[config.mk]
export PLATFORM = sky130hd
export DESIGN_NAME = sram_arbiter
export DESIGN_NICKNAME = d
export VERILOG_FILES = /design/src/rtl/sram_arbiter.sv
export SDC_FILE = /design/constraint.sdc
export NUM_CORES = 1
export LEC_CHECK = 0
export ABC_CLOCK_PERIOD_IN_PS = 3400
export CORE_AREA = 3 3 134 136
export DETAILED_ROUTE_END_ITERATION = 12
export DIE_AREA = 0 0 137 139
export PLACE_DENSITY = 0.76
export SLEW_MARGIN = 20
export SYNTH_ARGS = -nofsm -noshare
export SYNTH_HDL_FRONTEND = slang
export SYNTH_SLANG_ARGS = --single-unit
[constraint.sdc]
create_clock -name clk -period 3.4 [get_ports clk]
set_input_delay 0.68 -clock clk [delete_from_list [all_inputs] [get_ports clk]]
set_output_delay 0.68 -clock clk [all_outputs]
set_load 0.005 [all_outputs]
[src/rtl/sram_arbiter.sv]
// Two-port 32-bit arbiter in front of a 16-bit SRAM driver; splits words into halfwords, does byte RMW.
// Optional round-robin arbitration under `define SRAM_ARB_RR_EN (default: port 0 has fixed priority).
module sram_arbiter (
  input  logic        clk,
  input  logic        resetn,
  input  logic        p0_valid,
  input  logic        p1_valid,
  output logic        p0_ready,
  output logic        p1_ready,
  input  logic        p0_we,
  input  logic        p1_we,
  input  logic [17:0] p0_addr,
  input  logic [17:0] p1_addr,
  input  logic [31:0] p0_wdata,
  input  logic [31:0] p1_wdata,
  input  logic [3:0]  p0_wstrb,
  input  logic [3:0]  p1_wstrb,
  output logic [31:0] p0_rdata,
  output logic [31:0] p1_rdata,
  output logic        mem_valid,
  input  logic        mem_ready,
  output logic        mem_we,
  output logic [18:0] mem_addr,
  output logic [15:0] mem_wdata,
  input  logic [15:0] mem_rdata
);

  typedef enum logic [1:0] {IDLE, ISSUE, WAIT, RESP} state_t;

  state_t      state_q, state_d;
  logic        ph_q, ph_d, rmw_q, rmw_d, port_q, port_d, we_q, we_d;
  logic [17:0] addr_q, addr_d;
  logic [31:0] wdata_q, wdata_d;
  logic [3:0]  wstrb_q, wstrb_d;
  logic [15:0] lo_q, lo_d;
  logic        mem_valid_q, mem_valid_d, mem_we_q, mem_we_d;
  logic [18:0] mem_addr_q, mem_addr_d;
  logic [15:0] mem_wdata_q, mem_wdata_d;
  logic        p0_ready_q, p0_ready_d, p1_ready_q, p1_ready_d;
  logic [31:0] p0_rdata_q, p0_rdata_d, p1_rdata_q, p1_rdata_d;
  logic        grant, leg_go, leg_ph, resp_go;
  logic [1:0]  pair;

`ifdef SRAM_ARB_RR_EN
  logic last_q, last_d;
  assign grant = (p0_valid && p1_valid) ? ~last_q : ~p0_valid;
`else
  assign grant = ~p0_valid;
`endif

  function automatic logic [15:0] merge_half(input logic [1:0] en, input logic [15:0] wd,
                                             input logic [15:0] rd);
    return {en[1] ? wd[15:8] : rd[15:8], en[0] ? wd[7:0] : rd[7:0]};
  endfunction

  always_comb begin
    state_d     = state_q;
    ph_d        = ph_q;
    rmw_d       = rmw_q;
    port_d      = port_q;
    we_d        = we_q;
    addr_d      = addr_q;
    wdata_d     = wdata_q;
    wstrb_d     = wstrb_q;
    lo_d        = lo_q;
    mem_valid_d = 1'b0;
    mem_we_d    = mem_we_q;
    mem_addr_d  = mem_addr_q;
    mem_wdata_d = mem_wdata_q;
    p0_ready_d  = 1'b0;
    p1_ready_d  = 1'b0;
    p0_rdata_d  = p0_rdata_q;
    p1_rdata_d  = p1_rdata_q;
    leg_go      = 1'b0;
    leg_ph      = 1'b0;
    resp_go     = 1'b0;
    pair        = 2'b00;
`ifdef SRAM_ARB_RR_EN
    last_d      = last_q;
`endif
    case (state_q)
      IDLE: begin
        if (p0_valid || p1_valid) begin
          port_d  = grant;
          we_d    = grant ? p1_we    : p0_we;
          addr_d  = grant ? p1_addr  : p0_addr;
          wdata_d = grant ? p1_wdata : p0_wdata;
          wstrb_d = grant ? p1_wstrb : p0_wstrb;
          leg_go  = 1'b1;
          leg_ph  = we_d && (wstrb_d[1:0] == 2'b00);
`ifdef SRAM_ARB_RR_EN
          last_d  = grant;
`endif
        end
      end
      // A write whose strobes are all zero arrives here with no command and goes straight to RESP.
      ISSUE: begin
        if (mem_valid_q) state_d = WAIT;
        else             resp_go = 1'b1;
      end
      WAIT: begin
        if (mem_ready) begin
          if (rmw_q) begin
            // Merged halfword becomes a full-strobe write of the same halfword.
            if (ph_q) begin
              wdata_d[31:16] = merge_half(wstrb_q[3:2], wdata_q[31:16], mem_rdata);
              wstrb_d[3:2]   = 2'b11;
            end else begin
              wdata_d[15:0]  = merge_half(wstrb_q[1:0], wdata_q[15:0], mem_rdata);
              wstrb_d[1:0]   = 2'b11;
            end
            leg_go = 1'b1;
            leg_ph = ph_q;
          end else if (!we_q && !ph_q) begin
            lo_d   = mem_rdata;
            leg_go = 1'b1;
            leg_ph = 1'b1;
          end else if (we_q && !ph_q && (wstrb_q[3:2] != 2'b00)) begin
            leg_go = 1'b1;
            leg_ph = 1'b1;
          end else begin
            resp_go = 1'b1;
          end
        end
      end
      RESP: state_d = IDLE;
      default: state_d = IDLE;
    endcase

    if (leg_go) begin
      state_d     = ISSUE;
      ph_d        = leg_ph;
      pair        = leg_ph ? wstrb_d[3:2] : wstrb_d[1:0];
      rmw_d       = we_d && (pair == 2'b01 || pair == 2'b10);
      mem_valid_d = !(we_d && pair == 2'b00);
      mem_we_d    = we_d && !rmw_d;
      mem_addr_d  = {addr_d, leg_ph};
      mem_wdata_d = leg_ph ? wdata_d[31:16] : wdata_d[15:0];
    end

    if (resp_go) begin
      state_d = RESP;
      if (port_q) begin
        p1_ready_d = 1'b1;
        if (!we_q) p1_rdata_d = {mem_rdata, lo_q};
      end else begin
        p0_ready_d = 1'b1;
        if (!we_q) p0_rdata_d = {mem_rdata, lo_q};
      end
    end
  end

  always_ff @(posedge clk) begin
    if (!resetn) begin
      state_q     <= IDLE;
      ph_q        <= 1'b0;
      rmw_q       <= 1'b0;
      port_q      <= 1'b0;
      we_q        <= 1'b0;
      addr_q      <= '0;
      wdata_q     <= '0;
      wstrb_q     <= '0;
      lo_q        <= '0;
      mem_valid_q <= 1'b0;
      mem_we_q    <= 1'b0;
      mem_addr_q  <= '0;
      mem_wdata_q <= '0;
      p0_ready_q  <= 1'b0;
      p1_ready_q  <= 1'b0;
      p0_rdata_q  <= '0;
      p1_rdata_q  <= '0;
`ifdef SRAM_ARB_RR_EN
      last_q      <= 1'b1;
`endif
    end else begin
      state_q     <= state_d;
      ph_q        <= ph_d;
      rmw_q       <= rmw_d;
      port_q      <= port_d;
      we_q        <= we_d;
      addr_q      <= addr_d;
      wdata_q     <= wdata_d;
      wstrb_q     <= wstrb_d;
      lo_q        <= lo_d;
      mem_valid_q <= mem_valid_d;
      mem_we_q    <= mem_we_d;
      mem_addr_q  <= mem_addr_d;
      mem_wdata_q <= mem_wdata_d;
      p0_ready_q  <= p0_ready_d;
      p1_ready_q  <= p1_ready_d;
      p0_rdata_q  <= p0_rdata_d;
      p1_rdata_q  <= p1_rdata_d;
`ifdef SRAM_ARB_RR_EN
      last_q      <= last_d;
`endif
    end
  end

  assign p0_ready  = p0_ready_q;
  assign p1_ready  = p1_ready_q;
  assign p0_rdata  = p0_rdata_q;
  assign p1_rdata  = p1_rdata_q;
  assign mem_valid = mem_valid_q;
  assign mem_we    = mem_we_q;
  assign mem_addr  = mem_addr_q;
  assign mem_wdata = mem_wdata_q;

endmodule

==> impl_summary.txt <==
----------------------------------------------------
[Status]
  Result of the run ... complete, no violations

[Synth]
  Count of flip-flops with a built-in enable after synthesis ... 0
  Top area cells in the synthesized netlist ... sky130_fd_sc_hd__dfxtp_1, sky130_fd_sc_hd__mux2i_1, sky130_fd_sc_hd__nor2_1
  XOR/XNOR share of the synthesized area ... 0%
  Async set-reset flop share out of synthesis ... 0%
  Syn Std Cell Area ... 7850 sq um
  Syn_nets ... 952
  Synthesized instance count ... 817
  Total of flip-flops plus latches after synthesis ... 178
  Area fraction in compound gates after synthesis ... between 10% and 20%
  Count of synthesis-stage warnings from yosys ... 0
  Share of synthesized cell area in full adder, half adder and majority cells ... 0.638%
  Post-synthesis sequential area ratio ... 45.4%
  Dominant cell type by area after synthesis ... sky130_fd_sc_hd__dfxtp_1
  Basic-gate share of the synthesized area counting and, or, nand and nor cells ... 14.9%
  Multiplexer area fraction after synthesis ... 17.7%
  Post-synthesis average cell area ... 9.60 sq um
  Distinct cells, synth ... 53
  Combinational family with the most area after synthesis ... multiplexers
  Top cell type's share of synthesized area ... 45.4%
  Primary FF master, synth ... sky130_fd_sc_hd__dfxtp_1

[Layout]
  Number of nets in the finished design ... 1,157
  Synthesis-to-finish area growth ... 39.5%
  Fraction of layout cells with a size suffix above 1 ... 8.80%
  Most common cell after layout, fill and taps aside ... sky130_fd_sc_hd__clkdlybuf4s50_1
  Cell area after layout ... roughly 11,000 sq um
  Antenna Cells ... 0
  Top library cells by usage in the layout, fill and taps aside ... sky130_fd_sc_hd__clkdlybuf4s50_1, sky130_fd_sc_hd__dfxtp_1, sky130_fd_sc_hd__nor2_1

[Clock network]
  Clock latency at the later pin of the worst-skew pair ... 0.43 ns
  Post-CTS clock slew at the launch and capture registers of the worst setup and hold paths ... around 0.070 ns
  CTS buffer count ... 17
  Setup Buffers After CTS ... 0
  Clock Path Buffers ... 2
  Buffer cell driving the clock tree root ... sky130_fd_sc_hd__clkbuf_16
  Number of sinks driven by the clock tree ... roughly 180
  Clock tree from TritonCTS ... done
  H-Tree Level Count ... 4
  Resized cells post-CTS ... 0
  Hold buffers post-CTS ... 0

[Placed design]
  Post-placement cell area ... 10,300 sq um
  DP Worst Slack ... 0.419 ns
  Final weighted congestion in routability-driven placement ... 0.857
  Detail Placement HPWL ... 16,900 um
  Port Buffer Count ... 233

[Floorplan]
  Total core area ... 17,100 sq um
  Die outline height ... 139 um
  Area of the die ... about 19,000 sq um
  Initial core utilization ... 46.0%
  Ports placed on the boundary ... 234
  Row count ... 48
  Horizontal extent of the die ... 137 um

[Routing]
  Average via count per standard cell ... about 5.6
  Number of routed nets with antenna violations ... 0
  Routed wire length ... 23,900 um
  DRC violations left ... 0
  DR iter-0 viols ... 594
  Detailed-routing iteration count for the pre-antenna-repair pass ... 5
  Wire length per cell ... approximately 19 um
  Overall via count from detail_route ... roughly 7,100

[Timing]
  Highest clock rate ... 359 MHz
  Final number of hold-violating endpoints ... 0
  Setup Total Neg Slack ... 0 ns
  Setup Skew ... 0.00832 ns
  Max Transition Viols Final ... 0
  RSZ-0062 raised after global routing ... false
  Final Critical Period ... 2.78 ns
  Worst Tran Pin Value ... 0.983 ns
  Final period utilization ... 81.9%
  Worst hold slack across all endpoints ... 0.472 ns
  Count of final setup violators ... 0
  Setup slack after layout ... approximately 0.62 ns
  Slew Limit Headroom ... 34.4%

[GRT]
  GRT Residual Overflow ... 0
  Antenna violations before repair ... 0
  Via count of the first global-routing pass ... between 6,000 and 7,000
  Global-route wire length before repair ... 37,700 um
  Global-route total usage across every layer ... 24.9%
  Pin count of the biggest net entering global routing ... 52

[Worst hold path]
  Worst hold path type ... reg -> reg

[Setup path]
  Cell family with most CP delay ... compound AO/OA/AOI/OAI gates
  Type of the setup path with the least slack ... reg -> reg
  Critical Path AT ... 3.16 ns
  Slowest Stage Delay on Critical Path ... 0.66 ns
  Critical-path top delay cell ... sky130_fd_sc_hd__and2_1
  Category of the worst setup path capture point ... register
  Critical path startpoint category ... register
  Critical path, cell by cell ... inv_1 > ha_1 > buf_4 > and2_1 > a222oi_1 > o211a_1 > o21ai_0 > o21a_1
  Buffering stage count on the worst path with inverters included ... 2
  Required time at the worst-slack endpoint ... 3.78 ns
  Maximum fanout encountered on the critical timing path ... 17

[Power]
  Pwr Density ... 715 nW/um^2
  Worst IR Drop VDD ... 0.447 mV
  Leakage ... 4.16 nW

[Flow run]
  Max-capacitance violation count ... 0

----------------------------------------------------
==> stage by stage <==
step | util [%] | power [mW] | cells
final | 64.2 | 7.82 | 1259
after CTS | 64.2 | 7.84 | 1259
after global routing | 64.2 | 8.24 | 1259
after floorplan | - | 4.67 | 817
after global placement | 60.7 | 5.77 | 1228
after detailed placement | 60.7 | 5.82 | 1228
==> final timing paths <==
path,startpoint,endpoint,slack (ns),cells past startpoint
worst max register to register,state_q[0],mem_wdata[2],0.62,8
worst max-delay path,state_q[0],mem_wdata[2],0.62,8
worst min register to register,mem_we,mem_we,0.47,2
worst min-delay path,mem_we,mem_we,0.47,2
==> kinds of logic after synthesis <==
kind of cell | after synthesis
flip-flops | 178
AO/OA/AOI/OAI | 160
AND/OR/NAND/NOR | 262
buffers and inverters | 77
adder cells (fa/ha/maj) | 4
multiplexers | 136
==> power by group <==
| group | switching, mW | total (mW) | leakage [nW] | internal (mW) |
|---|---|---|---|---|
| Combinational | 1.59 | 3.01 | 2.41 | 1.41 |
| Clock | 0.854 | 1.99 | 0.296 | 1.14 |
| Sequential | 0.294 | 2.82 | 1.45 | 2.53 |
| Total | 2.74 | 7.82 | 4.16 | 5.08 |
==> synth_stat cells, types with 8 or more instances <==
library cell	count
sky130_fd_sc_hd__and2_1	10
sky130_fd_sc_hd__a22o_1	10
sky130_fd_sc_hd__o21ai_0	12
sky130_fd_sc_hd__a222oi_1	18
sky130_fd_sc_hd__mux2i_1	113
sky130_fd_sc_hd__buf_1	8
sky130_fd_sc_hd__o22a_1	15
sky130_fd_sc_hd__nor2_1	130
sky130_fd_sc_hd__nand2_1	54
sky130_fd_sc_hd__clkbuf_1	46
sky130_fd_sc_hd__nand3_1	33
sky130_fd_sc_hd__nor3_1	9
sky130_fd_sc_hd__dfxtp_1	178
sky130_fd_sc_hd__mux2_2	23
sky130_fd_sc_hd__o211ai_1	8
sky130_fd_sc_hd__buf_2	9
sky130_fd_sc_hd__a21oi_1	25
sky130_fd_sc_hd__o211a_1	14
sky130_fd_sc_hd__a211oi_1	16
==> registers in the layout (all words and copies together) (netlist names), 4 cells and up <==
name / count
wstrb_q: 4
p0_rdata: 32
addr_q: 18
wdata_q: 32
mem_addr: 19
mem_wdata: 16
lo_q: 16
p1_rdata: 32
==> per-layer routing <==
layer	part of all wire (%)	routed length, um	global-route usage [%]
met5	0	0	0
met4	1.8	427	6.88
met3	7.9	1880	6.49
met2	47	11300	39.6
met1	43	10200	33.4
==> layout make-up <==
type	instances	area (sq um)
multi-input combinational	562	3950
inverter	7	28.8
tap	225	282
clock buffer	20	457
clock inverter	11	140
sequential	178	3560
timing repair buffer	256	2520
fill	1440	6110
==> worst min-delay path, delay by kind of cell (launching register included) <==
kind	cells	cell delay, ns
AO/OA/AOI/OAI	1	0.05
flip-flops	1	0.32
AND/OR/NAND/NOR	1	0.06
Note: power is estimated with default switching activity, not from simulation.
